## config.mk

```make
export PLATFORM = sky130hd
export DESIGN_NAME = edge_event_arbiter
export DESIGN_NICKNAME = d
export VERILOG_FILES = /design/src/rtl/edge_event_arbiter.sv
export SDC_FILE = /design/constraint.sdc
export NUM_CORES = 1
export LEC_CHECK = 0
export BUFFER_PORTS_ARGS = -buffer_cell sky130_fd_sc_hd__buf_4
export CORE_ASPECT_RATIO = 1.75
export CORE_UTILIZATION = 54
export CTS_CLUSTER_SIZE = 8
export DETAILED_ROUTE_END_ITERATION = 10
export HOLD_SLACK_MARGIN = 0.06
export PLACE_DENSITY = 0.72
export SLEW_MARGIN = 0
export SYNTH_ARGS = -nofsm -noshare
export SYNTH_HDL_FRONTEND = slang
export SYNTH_SLANG_ARGS = --single-unit
```

## constraint.sdc

```tcl
create_clock -name clk -period 2.1 [get_ports clk]
set_input_delay 0.105 -clock clk [delete_from_list [all_inputs] [get_ports clk]]
set_output_delay 0.105 -clock clk [all_outputs]
set_load 0.005 [all_outputs]
```

## src/rtl/edge_event_arbiter.sv

```systemverilog
// ---------------------------------------------------------------------------
// edge_event_arbiter
//
// Multi-channel edge-event scheduler. Each asynchronous input line is
// synchronised, and its rising and/or falling edges (selected per channel by
// edge_mode) are detected. Each detected edge is latched as a pending event
// together with a timestamp and its polarity. Pending events are then
// serialised, one at a time and in round-robin order, onto a valid/ready
// event port.
//
// Ports
//   clk         system clock; all logic runs on the rising edge
//   rst         synchronous, active-high reset
//   data_in     [N_CH]     asynchronous input lines
//   enable      1 = capture new edges; 0 = block capture (pending events still drain)
//   edge_mode   [2*N_CH]   per channel [2i+1:2i]: 00 off, 01 rise, 10 fall, 11 both
//   evt_valid   an event is being presented
//   evt_ready   consumer accepts the presented event when evt_valid is high
//   evt_ch      channel of the presented event
//   evt_rising  1 = rising edge, 0 = falling edge
//   evt_ts      timestamp taken when the edge became pending
//   overflow    [N_CH] sticky; set when an edge is lost on an already-pending channel
//   ovf_clr     single-cycle pulse that clears every overflow bit
// ---------------------------------------------------------------------------
module edge_event_arbiter #(
  parameter int N_CH        = 4,
  parameter int TS_W        = 16,
  parameter int SYNC_STAGES = 2,
  localparam int CH_W       = (N_CH > 1) ? $clog2(N_CH) : 1
) (
  input  logic                 clk,
  input  logic                 rst,
  input  logic [N_CH-1:0]      data_in,
  input  logic                 enable,
  input  logic [2*N_CH-1:0]    edge_mode,
  output logic                 evt_valid,
  input  logic                 evt_ready,
  output logic [CH_W-1:0]      evt_ch,
  output logic                 evt_rising,
  output logic [TS_W-1:0]      evt_ts,
  output logic [N_CH-1:0]      overflow,
  input  logic                 ovf_clr
);

  // Capture stays off for SYNC_STAGES+1 cycles after reset. This lets the
  // synchroniser and the prev register fill with the real line level, so a
  // line that is already high at reset never looks like a rising edge.
  localparam int WARM   = SYNC_STAGES + 1;
  localparam int WARM_W = $clog2(WARM + 1);

  typedef enum logic [0:0] {
    S_IDLE    = 1'b0,
    S_PRESENT = 1'b1
  } state_t;

  // -------------------------------------------------------------------------
  // Synchroniser, edge detector and timestamp counter
  // -------------------------------------------------------------------------
  logic [SYNC_STAGES-1:0][N_CH-1:0] sync_reg;
  logic [N_CH-1:0]                  sync_out;
  logic [N_CH-1:0]                  prev_reg;
  logic [WARM_W-1:0]                warm_reg;
  logic [TS_W-1:0]                  ts_reg;

  logic [N_CH-1:0] rise_det;
  logic [N_CH-1:0] fall_det;
  logic            capture_ok;
  logic [N_CH-1:0] edge_next;

  // Edges detected in the previous cycle. This stage gives the fixed
  // SYNC_STAGES+1 latency from the input sample to the pending flag.
  logic [N_CH-1:0] edge_reg;
  logic [N_CH-1:0] edge_pol_reg;

  assign sync_out   = sync_reg[SYNC_STAGES-1];
  assign capture_ok = enable && (warm_reg == '0);
  assign edge_next  = (rise_det | fall_det) & {N_CH{capture_ok}};

  always_ff @(posedge clk) begin
    if (rst) begin
      sync_reg     <= '0;
      prev_reg     <= '0;
      warm_reg     <= WARM_W'(WARM);
      ts_reg       <= '0;
      edge_reg     <= '0;
      edge_pol_reg <= '0;
    end else begin
      sync_reg <= {sync_reg[SYNC_STAGES-2:0], data_in};
      // prev follows sync unconditionally, so enabling a channel again
      // (or changing its mode) never produces a stale edge.
      prev_reg <= sync_out;
      if (warm_reg != '0) begin
        warm_reg <= warm_reg - WARM_W'(1);
      end
      ts_reg       <= ts_reg + TS_W'(1);
      edge_reg     <= edge_next;
      edge_pol_reg <= rise_det;
    end
  end

  // -------------------------------------------------------------------------
  // Round-robin grant: the search starts one past the last granted channel
  // -------------------------------------------------------------------------
  state_t          state_reg;
  logic [CH_W-1:0] rr_reg;
  logic [N_CH-1:0] pending_reg;
  logic [N_CH-1:0] pend_pol_reg;
  logic [TS_W-1:0] pend_ts_reg [N_CH];
  logic [N_CH-1:0] overflow_reg;

  logic            grant_found;
  logic [CH_W-1:0] grant_idx;
  logic [CH_W-1:0] cand;
  logic            grant_fire;

  always_comb begin
    grant_found = 1'b0;
    grant_idx   = '0;
    cand        = '0;
    for (int k = 1; k <= N_CH; k++) begin
      if (int'(rr_reg) + k >= N_CH) begin
        cand = CH_W'(int'(rr_reg) + k - N_CH);
      end else begin
        cand = CH_W'(int'(rr_reg) + k);
      end
      if (!grant_found && pending_reg[cand]) begin
        grant_found = 1'b1;
        grant_idx   = cand;
      end
    end
  end

  // A grant happens from IDLE, or on a handshake while presenting (back-to-back).
  assign grant_fire = grant_found && ((state_reg == S_IDLE) || evt_ready);

  // -------------------------------------------------------------------------
  // Per-channel pending slot and overflow flag
  // -------------------------------------------------------------------------
  logic [N_CH-1:0] grant_clr;
  logic [N_CH-1:0] load_slot;
  logic [N_CH-1:0] ovf_set;
  logic [N_CH-1:0] pending_next;
  logic [N_CH-1:0] overflow_next;

  genvar gi;
  generate
    for (gi = 0; gi < N_CH; gi++) begin : g_ch
      assign rise_det[gi]  = sync_out[gi] & ~prev_reg[gi] & edge_mode[2*gi];
      assign fall_det[gi]  = ~sync_out[gi] & prev_reg[gi] & edge_mode[2*gi+1];
      assign grant_clr[gi] = grant_fire && (grant_idx == CH_W'(gi));
      // The slot takes a new edge when it is empty, or when its current
      // event leaves in this same cycle.
      assign load_slot[gi] = edge_reg[gi] & (~pending_reg[gi] | grant_clr[gi]);
      // Otherwise the edge is lost; the oldest event is kept.
      assign ovf_set[gi]   = edge_reg[gi] & pending_reg[gi] & ~grant_clr[gi];
    end
  endgenerate

  assign pending_next  = (pending_reg & ~grant_clr) | edge_reg;
  // A new overflow beats a clear that arrives in the same cycle.
  assign overflow_next = ovf_set | (overflow_reg & ~{N_CH{ovf_clr}});
  assign overflow      = overflow_reg;

  always_ff @(posedge clk) begin
    if (rst) begin
      pending_reg  <= '0;
      pend_pol_reg <= '0;
      overflow_reg <= '0;
      for (int i = 0; i < N_CH; i++) begin
        pend_ts_reg[i] <= '0;
      end
    end else begin
      pending_reg  <= pending_next;
      overflow_reg <= overflow_next;
      for (int i = 0; i < N_CH; i++) begin
        if (load_slot[i]) begin
          pend_ts_reg[i]  <= ts_reg;
          pend_pol_reg[i] <= edge_pol_reg[i];
        end
      end
    end
  end

  // -------------------------------------------------------------------------
  // Output FSM; the evt_* outputs are registers
  // -------------------------------------------------------------------------
  always_ff @(posedge clk) begin
    if (rst) begin
      state_reg  <= S_IDLE;
      rr_reg     <= CH_W'(N_CH - 1);
      evt_valid  <= 1'b0;
      evt_ch     <= '0;
      evt_rising <= 1'b0;
      evt_ts     <= '0;
    end else begin
      case (state_reg)
        S_IDLE: begin
          if (grant_found) begin
            state_reg  <= S_PRESENT;
            evt_valid  <= 1'b1;
            evt_ch     <= grant_idx;
            evt_rising <= pend_pol_reg[grant_idx];
            evt_ts     <= pend_ts_reg[grant_idx];
            rr_reg     <= grant_idx;
          end
        end
        S_PRESENT: begin
          if (evt_ready) begin
            if (grant_found) begin
              evt_ch     <= grant_idx;
              evt_rising <= pend_pol_reg[grant_idx];
              evt_ts     <= pend_ts_reg[grant_idx];
              rr_reg     <= grant_idx;
            end else begin
              state_reg <= S_IDLE;
              evt_valid <= 1'b0;
            end
          end
        end
        default: begin
          state_reg <= S_IDLE;
          evt_valid <= 1'b0;
        end
      endcase
    end
  end

endmodule

```

==> results of run 1 <==
[power by group]
part	switching (W)	internal, W	total, W
combinational	0.000116	0.000128	0.000244
sequential	0.0000301	0.00286	0.00289
clock	0.00113	0.00176	0.00289
[per-stage QoR]
step	hold slack, ns	setup WS [ns]
after CTS	0.0717	0.0920
final	0.0817	0.154
after global placement	0.316	0.154
after detailed placement	0.323	0.144
after global routing	0.0870	0.0436
after floorplan	0.220	0.0197
[logic make-up after synthesis]
group / count (synthesis) / synth area share
fa+ha+maj: 2 / 0.00435
compound gates: 53 / 0.0624
mux: 56 / 0.101
buf+inv: 34 / 0.0341
flops: 137 / 0.588
xor+xnor: 12 / 0.0183
simple gates: 200 / 0.192
[timing repair]
action,CTS,global route
hold buffers,14,0
endpoints found under the setup margin,0,1
hold endpoints to repair,18,0
gates resized for setup,0,1
[how the worst min path moves through the flow]
stage                     startpoint     endpoint  slack, ns
after global routing             rst    ts_reg[7]       0.09
after global placement     evt_ready    evt_valid       0.32
after CTS                        rst    ts_reg[7]       0.07
after detailed placement  data_in[2]  sync_reg[2]       0.32
final                            rst    ts_reg[7]       0.08
after floorplan            evt_ready    evt_valid       0.22
[worst reg2reg max path: cells and delay by family (launching register included)]
| family | cells | cell delay [ns] |
|---|---|---|
| simple gates | 3 | 0.62 |
| compound gates | 2 | 0.49 |
| flops | 1 | 0.37 |
| buf+inv | 1 | 0.18 |
[cell usage in the layout (no fill, tap or decap), types with 8 or more instances in the layout]
cell and n:
clkbuf_16 20, mux2_2 17, dlygate4sd3_1 14, o21ai_1 22, nand3b_1 26, edfxtp_1 64
inv_1 8, mux2i_1 39, dfxtp_1 73, a21oi_1 14, nand2b_1 33, nor2b_1 16
buf_4 63, nor2_1 84
[routing by layer]
layer	wire length, µm	vias to the layer above
li1	-	1879
met2	6410	77
met3	390	15
met4	189	0
met1	4510	1830
met5	0	-
[area by class of cell]
cell class                      instances  area [µm²]
Multi-Input combinational cell        323        2180
Tap cell                              127         159
Timing Repair Buffer                   81         684
Clock inverter                         11        77.6
Inverter                                8        30.0
Clock buffer                           21         514
Sequential cell                       137        3380
Fill cell                             782        3270
==> flow_summary.yaml, run 1 <==
status:
  status: "finished clean"
detailed_routing:
  firstDrtPassIters: 4
  viasPerCell: 5.37
  postRouteAntennaNets: 0
  routed_wl_mm: 11.5
  wl_per_cell_um: 16.2
  drc: 0
  first_iter_violations: 149
  vias: 3801
logic_synthesis:
  syn_nets: 513
  synth_top_area_share: 0.334
  synth.avg_cell_area_um2: 11.7
  synth_area_leaders: "edfxtp_1 (33%), dfxtp_1 (25%), mux2i_1 (6.8%), nor2_1 (5.5%), nand2b_1 (3.8%)"
  synth_area_um2: 5760
  syn_inst: 494
  synth_top_area_cell: "edfxtp_1"
  synthFlopType: "dfxtp_1"
  synth_edf_count: 64
  ys_types: 46
  seq_area_frac_synth: 0.588
  synth-seq-cells: 137
  ys_top_cells_by_count: "nor2_1 (84), dfxtp_1 (73), edfxtp_1 (64)"
  yosysMostFrequentCell: "nor2_1"
  synthArstFlopShare: 0
  yosys_warnings: 0
timing:
  timing.slew.headroom: 0.702
  slew_violations: 0
  min_period_ns: 1.95
  rsz0062_at_grt: "false"
  period_share: 0.927
  fin_skew_ns: 0.00566
  tightest_slew_ns: 0.447
  setup_viol: 0
  fmax_mhz: 514
  finalSetupTns_ns: 0
  finalHoldViolations: 0
clock_tree:
  postCtsSetupRepairBufs: 0
  clk_pin_slew_worst_paths_ns: 0.06
  clock_latency_ns: 0.41
  cts_num_sinks: 137
  cts_buffers: 17
  clock_path_buffers: 2
  cts-root-buf: "clkbuf_16"
  cts_tree: "built"
  htree_levels: 4
setup_path:
  endpoint: "pend_ts_reg[2][1]"
  reg2reg_to: "pend_ts_reg[2][1]"
  endpoint_kind: "flip-flop"
  r2r_start: "pending_reg[3]"
  crit_fanout: 16
  crit_start: "pending_reg[3]"
  critPathRequiredTime_ns: 2.22
  crit_path_top_delay_cell: "dfxtp_1"
  reg2reg_slack_ns: 0.15
  crit_cells: 6
  critPathKind: "flip-flop to flip-flop"
  cp.arrival_ns: 2.07
  critPathTopFamily: "simple AND/OR/NAND/NOR gates"
  critPathLaunchType: "flip-flop"
  crit_buf_inv: 1
  path_cells: "and2b_1, o21ai_1, nand3_2, o22a_1, nand2b_1, buf_12"
  r2r_cells: 6
  slowest_delay_ns: 0.37
global_route:
  top_usage_layer: "met2"
  use_met3: 0.0507
  antenna_found_initial: 0
  grt_max_degree: 37
  grt_pass1_vias: 3892
  grt_use_met1: 0.245
  met2_usage: 0.422
  grt_pass1_wl_mm: 18.9
  track_usage: 0.228
  gr-total-overflow: 0
power:
  power_density_nw_per_um2: 857
  finalPower_w: 0.00602
  peakVddDrop_mv: 0.677
  leakagePower_nw: 2.50
die:
  fp.dieW_um: 80.0
  num_rows: 49
  die_h_um: 139
  start_util: 0.559
  dieArea_um2: 11100
  io_pins: 41
  coreArea_um2: 10300
finish:
  drive_gt1_frac: 0.227
  fin_cells: 708
  num_antenna_cells: 0
  final_nets: 587
  finalInstanceArea_um2: 7030
  area_delta_synth_final_pct: 22.1
  largest_reg_flops: 64
  finish.utilization: 0.682
placed_design:
  place_inst: 662
  dp_hpwl_mm: 8.09
  post_dp_cell_area_um2: 6290
  finalWeightedCongestion: 0.854
  port_buffers: 40
min_path:
  hold_class: "primary input to flip-flop"
  worstHoldPathCells: 2
run:
  drv_cap: 0
No activity file was read; power rests on OpenSTA's default activity.
==> inputs of run 2 (changes only) <==
REMOVE_ABC_BUFFERS = 1   (was default)
==> run 2 against run 1 <==
Compared with the run above: critical path depth unchanged; non-clock buffer count decreased by 10; routed wire length decreased by 1.8%; combinational power decreased by 2%; first-iteration DRC count increased by 70%; cell area decreased by 0.93%; clock skew increased by 0.0021 ns; global-route usage decreased by 0.41 points; via count decreased by 0.53%; largest cell class unchanged.
==> flow_summary.yaml, run 2 (synthesized netlist as in run 1, its figures left out) <==
run:
  drv_cap: 0
clock_tree:
  clock_path_buffers: 2
  htree_levels: 4
  clock_latency_ns: 0.41
  clk_pin_slew_worst_paths_ns: 0.05
  cts_buffers: 17
  cts_num_sinks: 137
  cts-root-buf: "clkbuf_16"
  cts_tree: "built"
  postCtsSetupRepairBufs: 0
die:
  start_util: 0.559
  die_h_um: 139
  fp.dieW_um: 80.0
  num_rows: 49
  io_pins: 41
  coreArea_um2: 10300
  dieArea_um2: 11100
global_route:
  grt_use_met1: 0.255
  antenna_found_initial: 0
  use_met3: 0.0461
  top_usage_layer: "met2"
  gr-total-overflow: 0
  met2_usage: 0.396
  grt_pass1_vias: 3783
  track_usage: 0.224
  grt_max_degree: 56
  grt_pass1_wl_mm: 18.5
detailed_routing:
  vias: 3781
  viasPerCell: 5.42
  wl_per_cell_um: 16.2
  first_iter_violations: 253
  postRouteAntennaNets: 0
  drc: 0
  routed_wl_mm: 11.3
  firstDrtPassIters: 5
setup_path:
  path_cells: "nand2b_1, a21o_1, nand3_2, buf_4, mux2_2, o21ai_1"
  crit_path_top_delay_cell: "dfxtp_1"
  critPathRequiredTime_ns: 2.44
  crit_fanout: 18
  slowest_delay_ns: 0.47
  cp.arrival_ns: 2.25
  reg2reg_slack_ns: 0.18
  endpoint_kind: "flip-flop"
  critPathKind: "flip-flop to flip-flop"
  critPathLaunchType: "flip-flop"
power:
  cellInternalPower_w: 0.00472
  swShare: 0.201
  power.share.sequential: 0.489
  peakVddDrop_mv: 0.637
  p_clk_frac: 0.470
  power_density_nw_per_um2: 848
  leakagePower_nw: 2.46
  p_sw_w: 0.00119
  comb_power_share: 0.040
finish:
  largest_reg_flops: 64
  finalInstanceArea_um2: 6960
  drive_gt1_frac: 0.205
  area_delta_synth_final_pct: 21.0
  final_nets: 577
  num_antenna_cells: 0
  final_common_cell: "nor2_1"
  layout_common_cells: "nor2_1 (84), dfxtp_1 (73), edfxtp_1 (64)"
timing:
  period_share: 0.913
  finalHoldViolations: 0
  fmax_mhz: 522
  fin_skew_ns: 0.00775
  tightest_slew_ns: 0.466
  setup_viol: 0
  timing.slew.headroom: 0.690
  timing.final.ws_setup_ns: 0.183
  rsz0062_at_grt: "false"
  slew_violations: 0
  finalSetupTns_ns: 0
  min_period_ns: 1.92
placed_design:
  dp_hpwl_mm: 7.44
  port_buffers: 40
  dp_slack_ns: 0.141
  post_dp_cell_area_um2: 6250
  finalWeightedCongestion: 0.842
status:
  status: "finished clean"
min_path:
  hold_class: "primary input to flip-flop"
run 2: changes by cell type in the layout (fill, tap and decap cells not counted), moves of 3 or more:
cell and change:
clkbuf_1 +3, clkinv_2 +3, buf_4 -12, buf_12 +3, inv_6 -3
run 2: cell type report:
type,instances,area [µm²]
clock buffers,25,528
clock inverters,7,36.3
fillers,755,3340
inverters,8,30.0
multi-input cells,323,2180
flip-flops and latches,137,3380
well taps,127,159
repair buffers,71,643
run 2: power groups by stage:
stage	Combinational, W	Sequential [W]	Clock (W)
6_report	0.000239	0.00289	0.00278
5_1_grt	0.000265	0.00289	0.00291
4_1_cts	0.000242	0.00289	0.00282
3_5_place_dp	0.000219	0.00294	0
3_3_place_gp	0.000211	0.00294	0
2_1_floorplan	0.000118	0.00293	0
run 2: worst paths after layout:
| check | start | end | cells past startpoint |
|---|---|---|---|
| worst max register to register | pending_reg[1] | evt_ts[4] | 6 |
| worst min-delay path | enable | edge_reg[1] | 3 |
| worst max-delay path | pending_reg[1] | evt_ts[4] | 6 |
| worst min register to register | sync_reg[0] | sync_out[0] | 1 |
run 2: what timing repair did:
item / in CTS / in global routing
endpoints found under the hold margin: 18 / 0
hold buffers: 14 / 0
gates resized for setup: 0 / 1
setup endpoints to repair: 0 / 33
run 2: critical path, delay by kind of cell, from the launching register on:
| family | cells | cell delay, ns |
|---|---|---|
| flops | 1 | 0.47 |
| mux | 1 | 0.37 |
| compound gates | 2 | 0.34 |
| buf+inv | 1 | 0.33 |
| simple gates | 2 | 0.32 |
run 2: routing by layer:
layer	wire (µm)	share of wire	vias up
met4	191	0.017	0
li1	-	-	1862
met2	6090	0.54	96
met3	521	0.046	14
met1	4500	0.40	1809
met5	0	0	-
run 2: through the flow:
| stage | power (W) | utilization | cells | hold slack (ns) |
|---|---|---|---|---|
| after CTS | 0.00595 | 0.675 | 698 | 0.0714 |
| final | 0.00590 | 0.676 | 698 | 0.103 |
| after global routing | 0.00607 | 0.676 | 698 | 0.114 |
| after floorplan | 0.00305 | - | 468 | 0.172 |
| after global placement | 0.00315 | 0.607 | 652 | 0.313 |
| after detailed placement | 0.00316 | 0.607 | 652 | 0.321 |
